## src/rtl/axis_bit_packer_pkg.sv

```systemverilog
// Shared helpers for the bit packer: sizing functions and the parameter legality check.
package axis_bit_packer_pkg;

   function automatic int unsigned clogb2(input int unsigned value);
      int unsigned r;
      r = 0;
      while ((64'd1 << r) < 64'(value)) r++;
      return r;
   endfunction

   function automatic int unsigned lanes(input int unsigned word_w, input int unsigned in_w);
      return word_w / in_w;
   endfunction

   function automatic bit params_ok(input int unsigned word_w, input int unsigned in_w,
                                    input int unsigned depth);
      return (in_w != 0) && (word_w % in_w == 0) && (depth >= 2) &&
             ((depth & (depth - 1)) == 0);
   endfunction

endpackage

```

## src/rtl/axis_bit_packer_if.sv

```systemverilog
// Sample-side handshake plus AXI4-Stream master bus of the packer, with fill level.
interface axis_bit_packer_if #(
   parameter int unsigned C_M_AXIS_TDATA_WIDTH = 32,
   parameter int unsigned IN_WIDTH             = 1,
   parameter int unsigned FIFO_DEPTH           = 4
);
   import axis_bit_packer_pkg::*;

   localparam int unsigned LvlW = clogb2(FIFO_DEPTH) + 1;

   logic                            in_valid;
   logic [IN_WIDTH-1:0]             in_data;
   logic                            layer_finish;
   logic                            in_ready;
   logic                            m_axis_tvalid;
   logic                            m_axis_tready;
   logic [C_M_AXIS_TDATA_WIDTH-1:0] m_axis_tdata;
   logic                            m_axis_tlast;
   logic [LvlW-1:0]                 fifo_level;

   // The packer itself.
   modport master (
      input  in_valid, in_data, layer_finish, m_axis_tready,
      output in_ready, m_axis_tvalid, m_axis_tdata, m_axis_tlast, fifo_level
   );

   // Surrounding producer/consumer.
   modport slave (
      output in_valid, in_data, layer_finish, m_axis_tready,
      input  in_ready, m_axis_tvalid, m_axis_tdata, m_axis_tlast, fifo_level
   );

endinterface

```

## src/rtl/axis_pack_fifo.sv

```systemverilog
// Synchronous FIFO with a registered head entry and an occupancy count.
module axis_pack_fifo
   import axis_bit_packer_pkg::*;
#(
   parameter int unsigned Width = 33,
   parameter int unsigned Depth = 4
) (
   input  logic                        clk,
   input  logic                        rst_n,
   input  logic                        push_i,
   input  logic [Width-1:0]            wdata_i,
   input  logic                        pop_i,
   output logic [Width-1:0]            rdata_o,
   output logic                        valid_o,
   output logic [clogb2(Depth):0]      count_o
);
   localparam int unsigned AW   = clogb2(Depth);
   localparam int unsigned LvlW = AW + 1;

   logic [Width-1:0] mem_q [Depth];
   logic [AW-1:0]    wr_q, rd_q, rd_next;
   logic [LvlW-1:0]  cnt_q, cnt_d;
   logic [Width-1:0] head_q, head_d;
   logic             do_push, do_pop;

   assign valid_o = (cnt_q != '0);
   assign do_pop  = pop_i && valid_o;
   assign do_push = push_i && (cnt_q != LvlW'(Depth));
   assign rd_next = rd_q + AW'(1);

   // Head is loaded on the edge that makes an entry the oldest, so the output only moves on edges.
   always_comb begin
      head_d = head_q;
      cnt_d  = cnt_q;
      if (cnt_q == '0) begin
         if (do_push) head_d = wdata_i;
      end else if (do_pop) begin
         if (cnt_q > LvlW'(1)) head_d = mem_q[rd_next];
         else if (do_push)     head_d = wdata_i;
      end
      if (do_push && !do_pop)      cnt_d = cnt_q + LvlW'(1);
      else if (!do_push && do_pop) cnt_d = cnt_q - LvlW'(1);
   end

   always_ff @(posedge clk) begin
      if (do_push) mem_q[wr_q] <= wdata_i;
   end

   always_ff @(posedge clk or negedge rst_n) begin
      if (!rst_n) begin
         wr_q   <= '0;
         rd_q   <= '0;
         cnt_q  <= '0;
         head_q <= '0;
      end else begin
         if (do_push) wr_q <= wr_q + AW'(1);
         if (do_pop)  rd_q <= rd_next;
         cnt_q  <= cnt_d;
         head_q <= head_d;
      end
   end

   assign rdata_o = head_q;
   assign count_o = cnt_q;

endmodule

```

## src/rtl/axis_bit_packer.sv

```systemverilog
// Packs IN_WIDTH-bit samples LSB-first into AXI4-Stream words; layer_finish flushes with tlast.
module axis_bit_packer
   import axis_bit_packer_pkg::*;
#(
   parameter int unsigned C_M_AXIS_TDATA_WIDTH = 32,
   parameter int unsigned IN_WIDTH             = 1,
   parameter int unsigned FIFO_DEPTH           = 4
) (
   input  logic             clk,
   input  logic             rst_n,
   axis_bit_packer_if.master bus
);
   localparam int unsigned DW    = C_M_AXIS_TDATA_WIDTH;
   localparam int unsigned Lanes = lanes(C_M_AXIS_TDATA_WIDTH, IN_WIDTH);
   localparam int unsigned PtrW  = (Lanes > 1) ? clogb2(Lanes) : 1;
   localparam int unsigned LvlW  = clogb2(FIFO_DEPTH) + 1;

   if (!params_ok(C_M_AXIS_TDATA_WIDTH, IN_WIDTH, FIFO_DEPTH)) begin : g_bad_params
      $error("axis_bit_packer: width must be a multiple of IN_WIDTH, depth a power of two >= 2");
   end

   logic [PtrW-1:0] ptr_q, ptr_d;
   logic [DW-1:0]   acc_q, acc_d, word;
   logic [LvlW-1:0] level;
   logic [DW:0]     head;
   logic            in_ready, accept_s, accept_f, lane_last, push;

   // Readiness comes from the registered count only, never from m_axis_tready.
   assign in_ready  = (level < LvlW'(FIFO_DEPTH));
   assign accept_s  = bus.in_valid && in_ready;
   assign accept_f  = bus.layer_finish && in_ready;
   assign lane_last = (ptr_q == PtrW'(Lanes - 1));
   assign push      = (accept_s && lane_last) || accept_f;

   always_comb begin
      // Lane 0 starts a fresh word so no bits of the previous word leak through.
      word = (ptr_q == '0) ? '0 : acc_q;
      if (accept_s) begin
         for (int unsigned l = 0; l < Lanes; l++) begin
            if (ptr_q == PtrW'(l)) word[l*IN_WIDTH +: IN_WIDTH] = bus.in_data;
         end
      end
      acc_d = acc_q;
      ptr_d = ptr_q;
      if (accept_s) begin
         acc_d = word;
         ptr_d = lane_last ? '0 : ptr_q + PtrW'(1);
      end
      if (accept_f) ptr_d = '0;
   end

   always_ff @(posedge clk or negedge rst_n) begin
      if (!rst_n) begin
         ptr_q <= '0;
         acc_q <= '0;
      end else begin
         ptr_q <= ptr_d;
         acc_q <= acc_d;
      end
   end

   axis_pack_fifo #(
      .Width (DW + 1),
      .Depth (FIFO_DEPTH)
   ) u_fifo (
      .clk     (clk),
      .rst_n   (rst_n),
      .push_i  (push),
      .wdata_i ({accept_f, word}),
      .pop_i   (bus.m_axis_tready),
      .rdata_o (head),
      .valid_o (bus.m_axis_tvalid),
      .count_o (level)
   );

   assign bus.in_ready     = in_ready;
   assign bus.m_axis_tdata = head[DW-1:0];
   assign bus.m_axis_tlast = head[DW];
   assign bus.fifo_level   = level;

endmodule
```

## src/flat_wrapper.sv

```systemverilog
// flat-port wrapper written by rule: the top's interface ports become plain ports
module axis_bit_packer_flat import axis_bit_packer_pkg::*;
#(
   parameter int unsigned C_M_AXIS_TDATA_WIDTH = 32,
   parameter int unsigned IN_WIDTH             = 1,
   parameter int unsigned FIFO_DEPTH           = 4
)
  (clk, rst_n, bus_in_valid, bus_in_data, bus_layer_finish, bus_m_axis_tready, bus_in_ready, bus_m_axis_tvalid, bus_m_axis_tdata, bus_m_axis_tlast, bus_fifo_level);
  axis_bit_packer_if #(.C_M_AXIS_TDATA_WIDTH(C_M_AXIS_TDATA_WIDTH), .IN_WIDTH(IN_WIDTH), .FIFO_DEPTH(FIFO_DEPTH)) bus_i ();
  input  logic clk;
  input  logic rst_n;
  input wire logic [$bits(bus_i.in_valid)-1:0] bus_in_valid;
  input wire logic [$bits(bus_i.in_data)-1:0] bus_in_data;
  input wire logic [$bits(bus_i.layer_finish)-1:0] bus_layer_finish;
  input wire logic [$bits(bus_i.m_axis_tready)-1:0] bus_m_axis_tready;
  output wire logic [$bits(bus_i.in_ready)-1:0] bus_in_ready;
  output wire logic [$bits(bus_i.m_axis_tvalid)-1:0] bus_m_axis_tvalid;
  output wire logic [$bits(bus_i.m_axis_tdata)-1:0] bus_m_axis_tdata;
  output wire logic [$bits(bus_i.m_axis_tlast)-1:0] bus_m_axis_tlast;
  output wire logic [$bits(bus_i.fifo_level)-1:0] bus_fifo_level;
  assign bus_i.in_valid = bus_in_valid;
  assign bus_i.in_data = bus_in_data;
  assign bus_i.layer_finish = bus_layer_finish;
  assign bus_i.m_axis_tready = bus_m_axis_tready;
  assign bus_in_ready = bus_i.in_ready;
  assign bus_m_axis_tvalid = bus_i.m_axis_tvalid;
  assign bus_m_axis_tdata = bus_i.m_axis_tdata;
  assign bus_m_axis_tlast = bus_i.m_axis_tlast;
  assign bus_fifo_level = bus_i.fifo_level;
  axis_bit_packer #(.C_M_AXIS_TDATA_WIDTH(C_M_AXIS_TDATA_WIDTH), .IN_WIDTH(IN_WIDTH), .FIFO_DEPTH(FIFO_DEPTH)) u_core (.clk(clk), .rst_n(rst_n), .bus(bus_i));
endmodule
```

## config.mk

```make
export PLATFORM = sky130hd
export DESIGN_NAME = axis_bit_packer_flat
export DESIGN_NICKNAME = d
export VERILOG_FILES = /design/src/rtl/axis_bit_packer_pkg.sv /design/src/rtl/axis_bit_packer_if.sv /design/src/rtl/axis_pack_fifo.sv /design/src/rtl/axis_bit_packer.sv /design/src/flat_wrapper.sv
export SDC_FILE = /design/constraint.sdc
export NUM_CORES = 1
export LEC_CHECK = 0
export BUFFER_PORTS_ARGS = -buffer_cell sky130_fd_sc_hd__buf_2
export CELL_PAD_IN_SITES_DETAIL_PLACEMENT = 0
export CELL_PAD_IN_SITES_GLOBAL_PLACEMENT = 1
export CORE_ASPECT_RATIO = 1.1
export CORE_MARGIN = 2
export CORE_UTILIZATION = 55
export DETAILED_ROUTE_END_ITERATION = 8
export GPL_ROUTABILITY_DRIVEN = 0
export HOLD_SLACK_MARGIN = 0.05
export PLACE_DENSITY_LB_ADDON = 0.1
export SLEW_MARGIN = 10
export SYNTH_ARGS = -nofsm -noshare
export SYNTH_HDL_FRONTEND = slang
export SYNTH_SLANG_ARGS = --single-unit
```

## constraint.sdc

```tcl
create_clock -name clk -period 6 [get_ports clk]
set_clock_uncertainty 0.2 [all_clocks]
set_input_delay 1.2 -clock clk [delete_from_list [all_inputs] [get_ports clk]]
set_output_delay 1.2 -clock clk [all_outputs]
set_load 0.1 [all_outputs]
```

After elaboration in Yosys (flattened, before gate mapping)
Memory sizes are Yosys's and may differ from the RTL's.
Cells that the tools add are included.
{"block": "totals", "ram_bits": 132, "n_memories": 1, "regBits": 77, "input_bits": 6}
{"memory": "u_core.u_fifo.mem_q", "words": 4, "width": 33, "rd": 1, "rd_clocked_by_memory_dff": 0, "write_ports": 1, "line": "axis_pack_fifo.sv:20", "rtl": "logic [Width-1:0] mem_q [Depth];"}
{"block": "classes", "reduce_logical": 16, "magnitude_cmp": 2, "add_sub_neg": 5, "eq_ne": 32, "mux": 45}
{"op": "2-to-1 mux 33 bit", "count": 4}
{"op": "== test 5 bit, second input constant", "count": 16}
{"op": "2-to-1 mux 32 bit", "count": 2}
{"op": "== test 5 x 4 -> 1 bit, second input constant", "count": 8}
{"op": "2-to-1 mux 1 bit", "count": 34}
{"op": "== test 5 x 3 -> 1 bit, second input constant", "count": 4}
{"op": "2-to-1 mux 5 bit", "count": 3}
{"op": "== test 5 x 2 -> 1 bit, second input constant", "count": 2}
{"op": "logical AND 1 bit", "count": 7}
{"op": "2-to-1 mux 3 bit", "count": 2}
{"op": "nonzero test 2 bit", "count": 3}
{"op": "adder 5 x 1 -> 5 bit, second input constant", "count": 1}
{"op": "== test 5 x 1 -> 1 bit, second input constant", "count": 1}
{"op": "zero test 5 bit", "count": 1}
{"op": "adder 2 x 1 -> 2 bit, second input constant", "count": 2}
{"op": "adder 3 x 1 -> 3 bit, second input constant", "count": 1}
{"op": "greater-than comparator 3 x 1 -> 1 bit, second input constant", "count": 1}
{"op": "zero test 3 bit", "count": 1}
{"op": "less-than comparator 3 bit, second input constant", "count": 1}
{"op": "!= test 3 bit, second input constant", "count": 1}
{"op": "nonzero test 3 bit", "count": 1}
{"op": "subtractor 3 x 1 -> 3 bit, second input constant", "count": 1}
{"op": "zero test 1 bit", "count": 2}
{"op": "logical OR 1 bit", "count": 1}

Depth between registers and ports, before layout
{"block": "depth", "depth_word": 9, "ltp_mapped": 11, "mapped_depth_nobuf": 9}

Modules after synthesis
Synthesis repeated with hierarchy kept, for this count alone.
{"block": "hier_totals", "cells_unflattened": 643, "area_unflattened_um2": 9435.3}
{"module": "axis_pack_fifo", "area_each_um2": 6810.3, "cells_per_inst": 335, "instances": 1}
{"module": "axis_bit_packer", "area_each_um2": 2625.0, "cells_per_inst": 308, "instances": 1}

Worst setup path after synthesis
No wires, ideal clock.
{"block": "synth_path", "path_kind": "flip-flop to output port", "startpoint": "register u_core.u_fifo.cnt_q[0] (netlist: u_core.u_fifo.count_o[0])", "endpoint": "output port bus_m_axis_tvalid", "t_required_ns": 4.600, "arrival_time_ns": 2.208, "path_slack_ns": 2.392, "path_stages_with_launch": 4, "cell_sequence": "dfrtp_1 inv_1 ha_1 nand2b_1"}
{"block": "synth_via", "elab_chain_len": 1}
{"element": "start, declared", "line": "axis_pack_fifo.sv:22", "rtl": "logic [LvlW-1:0] cnt_q, cnt_d;"}
{"element": "start signal, assigned", "line": "axis_pack_fifo.sv:58", "rtl": "cnt_q <= cnt_d;"}
{"element": "nonzero test 3 bit", "line": "axis_pack_fifo.sv:26", "rtl": "assign valid_o = (cnt_q != '0);"}
{"element": "end, declared", "line": "flat_wrapper.sv:17", "rtl": "output wire logic [$bits(bus_i.m_axis_tvalid)-1:0] bus_m_axis_tvalid;"}
Every way passes these cells.

Worst setup path after layout
{"block": "layout_path", "startpoint": "register u_core.ptr_q[2]", "endpoint": "memory u_core.u_fifo.mem_q[2][20] (enable)"}
{"block": "layout_via", "elab_chain_len": 6}
{"element": "start, declared", "line": "axis_bit_packer.sv:22", "rtl": "logic [PtrW-1:0] ptr_q, ptr_d;"}
{"element": "start signal, assigned", "line": "axis_bit_packer.sv:57", "rtl": "ptr_q <= ptr_d;"}
{"element": "== test 5 bit", "line": "axis_bit_packer.sv:32", "rtl": "assign lane_last = (ptr_q == PtrW'(Lanes - 1));"}
{"element": "logical AND 1 bit", "line": "axis_bit_packer.sv:33", "rtl": "assign push = (accept_s && lane_last) || accept_f;"}
{"element": "logical OR 1 bit", "line": "axis_bit_packer.sv:33"}
{"element": "logical AND 1 bit", "line": "axis_pack_fifo.sv:28", "rtl": "assign do_push = push_i && (cnt_q != LvlW'(Depth));"}
{"element": "2-to-1 mux 1 bit", "line": "axis_pack_fifo.sv:46", "rtl": "if (do_push) mem_q[wr_q] <= wdata_i;"}
{"element": "2-to-1 mux 1 bit (implied by the code)", "line": "axis_pack_fifo.sv:46"}
{"element": "end, declared", "line": "axis_pack_fifo.sv:20"}
Every way passes these cells.

==> run_summary.xml <==
<?xml version="1.0" encoding="UTF-8"?>
<metrics>
  <group name="sta">
    <metric name="slew_headroom" unit="%">32.7</metric>
    <metric name="final_count_of_pins_violating_max_slew" unit="">0</metric>
    <metric name="setup_tns" unit="ns">0</metric>
    <metric name="finalHoldViolations" unit="">0</metric>
    <metric name="grt_setup_unrepaired" unit="">no</metric>
    <metric name="setup_viol" unit="">0</metric>
    <metric name="finalCritPeriodShare" unit="%">59.4</metric>
    <metric name="timing.final.crit_period" unit="ns">3.57</metric>
    <metric name="fmax" unit="MHz">280</metric>
    <metric name="worstMarginPinSlew" unit="ns">1.01</metric>
  </group>
  <group name="synth">
    <metric name="number_of_synthesis_warnings" unit="">0</metric>
    <metric name="synthesis.area" unit="mm2">0.00956</metric>
    <metric name="ys_seq_area_share" unit="%">61.6</metric>
    <metric name="number_of_synthesized_flops_with_an_enable_pin" unit="">132</metric>
    <metric name="synth.top_cell.area_share" unit="%">41.5</metric>
    <metric name="synth_ff_type" unit="">sky130_fd_sc_hd__edfxtp_1</metric>
    <metric name="ys_async_sr_fraction" unit="%">36.8</metric>
    <metric name="synthCells" unit="">712</metric>
    <metric name="syn_avg_cell_area" unit="um2">13.4</metric>
    <metric name="synth_nets" unit="">733</metric>
    <metric name="netlist.top_cell.by_area" unit="">sky130_fd_sc_hd__edfxtp_1</metric>
    <metric name="ys_ff_latch" unit="">209</metric>
    <metric name="synth_top_cells_by_area" unit="">sky130_fd_sc_hd__edfxtp_1, sky130_fd_sc_hd__dfrtp_1, sky130_fd_sc_hd__mux4_2, sky130_fd_sc_hd__o21ai_0, sky130_fd_sc_hd__a21oi_1</metric>
    <metric name="synthDistinctLibCells" unit="">58</metric>
  </group>
  <group name="critical_path">
    <metric name="cp_data_required_time" unit="ns">5.93</metric>
    <metric name="criticalPathCategory" unit="">flip-flop to flip-flop</metric>
    <metric name="critPathCaptureType" unit="">flip-flop</metric>
    <metric name="setup.reg_to_reg.worst_slack" unit="ns">2.43</metric>
    <metric name="cp-start-kind" unit="">flip-flop</metric>
    <metric name="critical_path_peak_fanout" unit="">38</metric>
    <metric name="critPathArrivalTime" unit="ns">3.49</metric>
  </group>
  <group name="routing">
    <metric name="drt_iter0_drc" unit="">506</metric>
    <metric name="drt-vias-per-instance" unit="">6.17</metric>
    <metric name="drt_wl_total" unit="um">22400</metric>
    <metric name="route.antenna.remaining_nets" unit="">0</metric>
    <metric name="detail_route.wl_per_cell" unit="um">22.7</metric>
    <metric name="drc" unit="">0</metric>
    <metric name="vias" unit="">6095</metric>
    <metric name="first_pass_iters" unit="">7</metric>
  </group>
  <group name="placed_design">
    <metric name="place_hpwl" unit="um">14000</metric>
    <metric name="dpl-instance-area" unit="mm2">0.00988</metric>
    <metric name="placement.io_buffers" unit="">43</metric>
    <metric name="dp.cells" unit="">948</metric>
  </group>
  <group name="run">
    <metric name="max_capacitance_violation_count" unit="">0</metric>
  </group>
  <group name="grt">
    <metric name="global_route.usage.total" unit="%">25.2</metric>
    <metric name="grt_pass1_wl" unit="um">35300</metric>
    <metric name="overflow" unit="">0</metric>
    <metric name="first_global_vias" unit="">6196</metric>
    <metric name="grt_antenna_before_repair" unit="">0</metric>
    <metric name="largest_net_degree_at_the_start_of_global_routing" unit="">40</metric>
  </group>
  <group name="finish">
    <metric name="finish.cell_count_without_fillers" unit="">988</metric>
    <metric name="finalNetCount" unit="">759</metric>
    <metric name="utilization" unit="%">62.0</metric>
    <metric name="multiInputGateArea" unit="mm2">0.00323</metric>
    <metric name="nFillCells" unit="">1340</metric>
    <metric name="finalInstanceArea" unit="mm2">0.0106</metric>
    <metric name="syn_to_final_growth" unit="%">10.4</metric>
    <metric name="diodes" unit="">0</metric>
    <metric name="drive_gt1_share" unit="%">19.2</metric>
    <metric name="seqCellArea" unit="mm2">0.00589</metric>
  </group>
  <group name="hold_path">
    <metric name="worst_hold_path_type" unit="">flip-flop to flip-flop</metric>
  </group>
  <group name="floorplanning">
    <metric name="die_area" unit="mm2">0.0184</metric>
    <metric name="die_width" unit="um">130</metric>
    <metric name="floorplan.initialDensity" unit="%">56.2</metric>
    <metric name="number_of_placement_rows" unit="">50</metric>
    <metric name="ios" unit="">44</metric>
    <metric name="die_h" unit="um">142</metric>
    <metric name="design.core.area" unit="mm2">0.0170</metric>
  </group>
  <group name="clock_tree">
    <metric name="clk-insertion-delay-late" unit="ns">0.49</metric>
    <metric name="cts_repair_resize_count" unit="">0</metric>
    <metric name="cts_h_tree_depth" unit="">1</metric>
    <metric name="post_cts.repair.setup_buffers" unit="">0</metric>
    <metric name="cts_max_path_buffers" unit="">3</metric>
    <metric name="numClockSinks" unit="">209</metric>
    <metric name="cts-hold-fix-buffers" unit="">0</metric>
    <metric name="cts_tree" unit="">yes</metric>
    <metric name="clkSlewWorstSetupHoldPaths" unit="ns">0.06</metric>
    <metric name="clockRootBuffer" unit="">sky130_fd_sc_hd__clkbuf_16</metric>
    <metric name="number_of_buffers_created_by_cts" unit="">22</metric>
  </group>
  <group name="power_and_ir_drop">
    <metric name="total_power" unit="W">0.00608</metric>
    <metric name="irDropWorstVdd" unit="uV">570</metric>
    <metric name="leakage" unit="nW">4.04</metric>
    <metric name="powerDensity" unit="mW/mm2">576</metric>
  </group>
  <group name="outcome">
    <metric name="result_of_the_run" unit="">completed</metric>
  </group>
</metrics>
power breakdown:
group | internal [W] | switching, W | total (W)
clock | 0.000746 | 0.000514 | 0.00126
sequential | 0.00191 | 0.000196 | 0.00210
combinational | 0.000704 | 0.00201 | 0.00272
total | 0.00335 | 0.00272 | 0.00608
metrics by stage:
step	hold WS, ns	setup WS, ns
after floorplan	0.243	2.39
after global placement	0.257	2.63
after detailed placement	0.260	2.48
after CTS	0.270	2.46
after global routing	0.275	2.25
final	0.266	2.43
per-layer routing:
metal / share of wire, % / global-route usage [%]
met5: 0 / 0
met4: 2.1 / 6.79
met3: 5.0 / 3.08
met2: 49 / 41.4
met1: 44 / 36.0
final timing paths:
kind,to,from,cells past startpoint
setup / recovery,u_core.u_fifo.mem_q[2][20],u_core.ptr_q[2],6
hold / removal,u_core.u_fifo.rd_q[1],u_core.u_fifo.rd_q[1],1
setup reg to reg,u_core.u_fifo.mem_q[2][20],u_core.ptr_q[2],6
hold reg to reg,u_core.u_fifo.rd_q[1],u_core.u_fifo.rd_q[1],1
max in group asynchronous,u_core.u_fifo.rd_q[1],rst_n,2
min in group asynchronous,u_core.acc_q[27],rst_n,1
synthesized netlist by cell type, types with 4 or more instances:
cell	count
sky130_fd_sc_hd__a21oi_1	38
sky130_fd_sc_hd__nand3_1	16
sky130_fd_sc_hd__buf_1	4
sky130_fd_sc_hd__and2_1	19
sky130_fd_sc_hd__and3b_1	8
sky130_fd_sc_hd__buf_4	7
sky130_fd_sc_hd__o22a_1	6
sky130_fd_sc_hd__xnor2_1	5
sky130_fd_sc_hd__nand3b_1	10
sky130_fd_sc_hd__ha_1	15
sky130_fd_sc_hd__a211oi_2	9
sky130_fd_sc_hd__o21ai_1	4
sky130_fd_sc_hd__mux4_2	33
sky130_fd_sc_hd__a22o_1	16
sky130_fd_sc_hd__nand4_1	5
sky130_fd_sc_hd__clkbuf_1	9
sky130_fd_sc_hd__dfrtp_1	77
sky130_fd_sc_hd__o22a_2	6
sky130_fd_sc_hd__a211oi_1	22
sky130_fd_sc_hd__inv_1	39
sky130_fd_sc_hd__and3_1	4
sky130_fd_sc_hd__nand2b_1	4
sky130_fd_sc_hd__o21ai_0	56
sky130_fd_sc_hd__o211ai_1	15
sky130_fd_sc_hd__nor2b_1	4
sky130_fd_sc_hd__nand2_1	42
sky130_fd_sc_hd__buf_2	31
sky130_fd_sc_hd__nor2_1	5
sky130_fd_sc_hd__nor3_1	33
sky130_fd_sc_hd__edfxtp_1	132
worst max-delay path, stage by stage (launching register included):
cell	delay, ns
sky130_fd_sc_hd__dfrtp_1	1.00
sky130_fd_sc_hd__and3_1	0.30
sky130_fd_sc_hd__ha_1	0.33
sky130_fd_sc_hd__a21oi_1	0.20
sky130_fd_sc_hd__nor2_1	0.47
sky130_fd_sc_hd__and2_1	0.20
sky130_fd_sc_hd__buf_4	0.47
registers in the layout (all words and copies together), names as in the netlist:
register	count
u_core.ptr_q	5
u_core.u_fifo.rdata_o	33
u_core.u_fifo.wr_q	2
u_core.u_fifo.count_o	3
u_core.u_fifo.rd_q	2
u_core.acc_q	32
u_core.u_fifo.mem_q	132
logic make-up (layout without fill, tap and decap cells):
kind of cell	Yosys count	in the layout	synth area share, %
buffers and inverters	94	136	4.62
muxes	35	35	7.99
AOI/OAI and AO/OA	187	187	13.3
adders and majority gates	15	15	1.96
DFF	209	209	61.6
xor gates and xnor gates	6	6	0.550
and+or+nand+nor	166	166	9.94
area by class of cell:
type / instances / area share [%]
Sequential cell: 209 / 55.8
Inverter: 39 / 1.39
Timing Repair Buffer: 57 / 3.06
Clock inverter: 1 / 0.0474
Clock buffer: 39 / 6.31
Multi-Input combinational cell: 409 / 30.6
Tap cell: 234 / 2.77
cells in the final DEF (no fill, tap or decap), types with 5 or more instances in the layout:
master,n
sky130_fd_sc_hd__dfrtp_1,76
sky130_fd_sc_hd__inv_1,39
sky130_fd_sc_hd__nand3_1,16
sky130_fd_sc_hd__nand4_1,5
sky130_fd_sc_hd__a211oi_1,22
sky130_fd_sc_hd__mux4_2,33
sky130_fd_sc_hd__and2_1,19
sky130_fd_sc_hd__o22a_1,6
sky130_fd_sc_hd__o21ai_0,56
sky130_fd_sc_hd__nand2_1,42
sky130_fd_sc_hd__nand3b_1,10
sky130_fd_sc_hd__a22o_1,16
sky130_fd_sc_hd__nor3_1,33
sky130_fd_sc_hd__xnor2_1,5
sky130_fd_sc_hd__buf_4,15
sky130_fd_sc_hd__a211oi_2,9
sky130_fd_sc_hd__o22a_2,6
sky130_fd_sc_hd__clkbuf_16,23
sky130_fd_sc_hd__buf_2,42
sky130_fd_sc_hd__clkbuf_1,13
sky130_fd_sc_hd__edfxtp_1,132
sky130_fd_sc_hd__a21oi_1,38
sky130_fd_sc_hd__ha_1,15
sky130_fd_sc_hd__nor2_1,5
sky130_fd_sc_hd__and3b_1,8
sky130_fd_sc_hd__o211ai_1,15
Power figures use the tool's default switching activity.
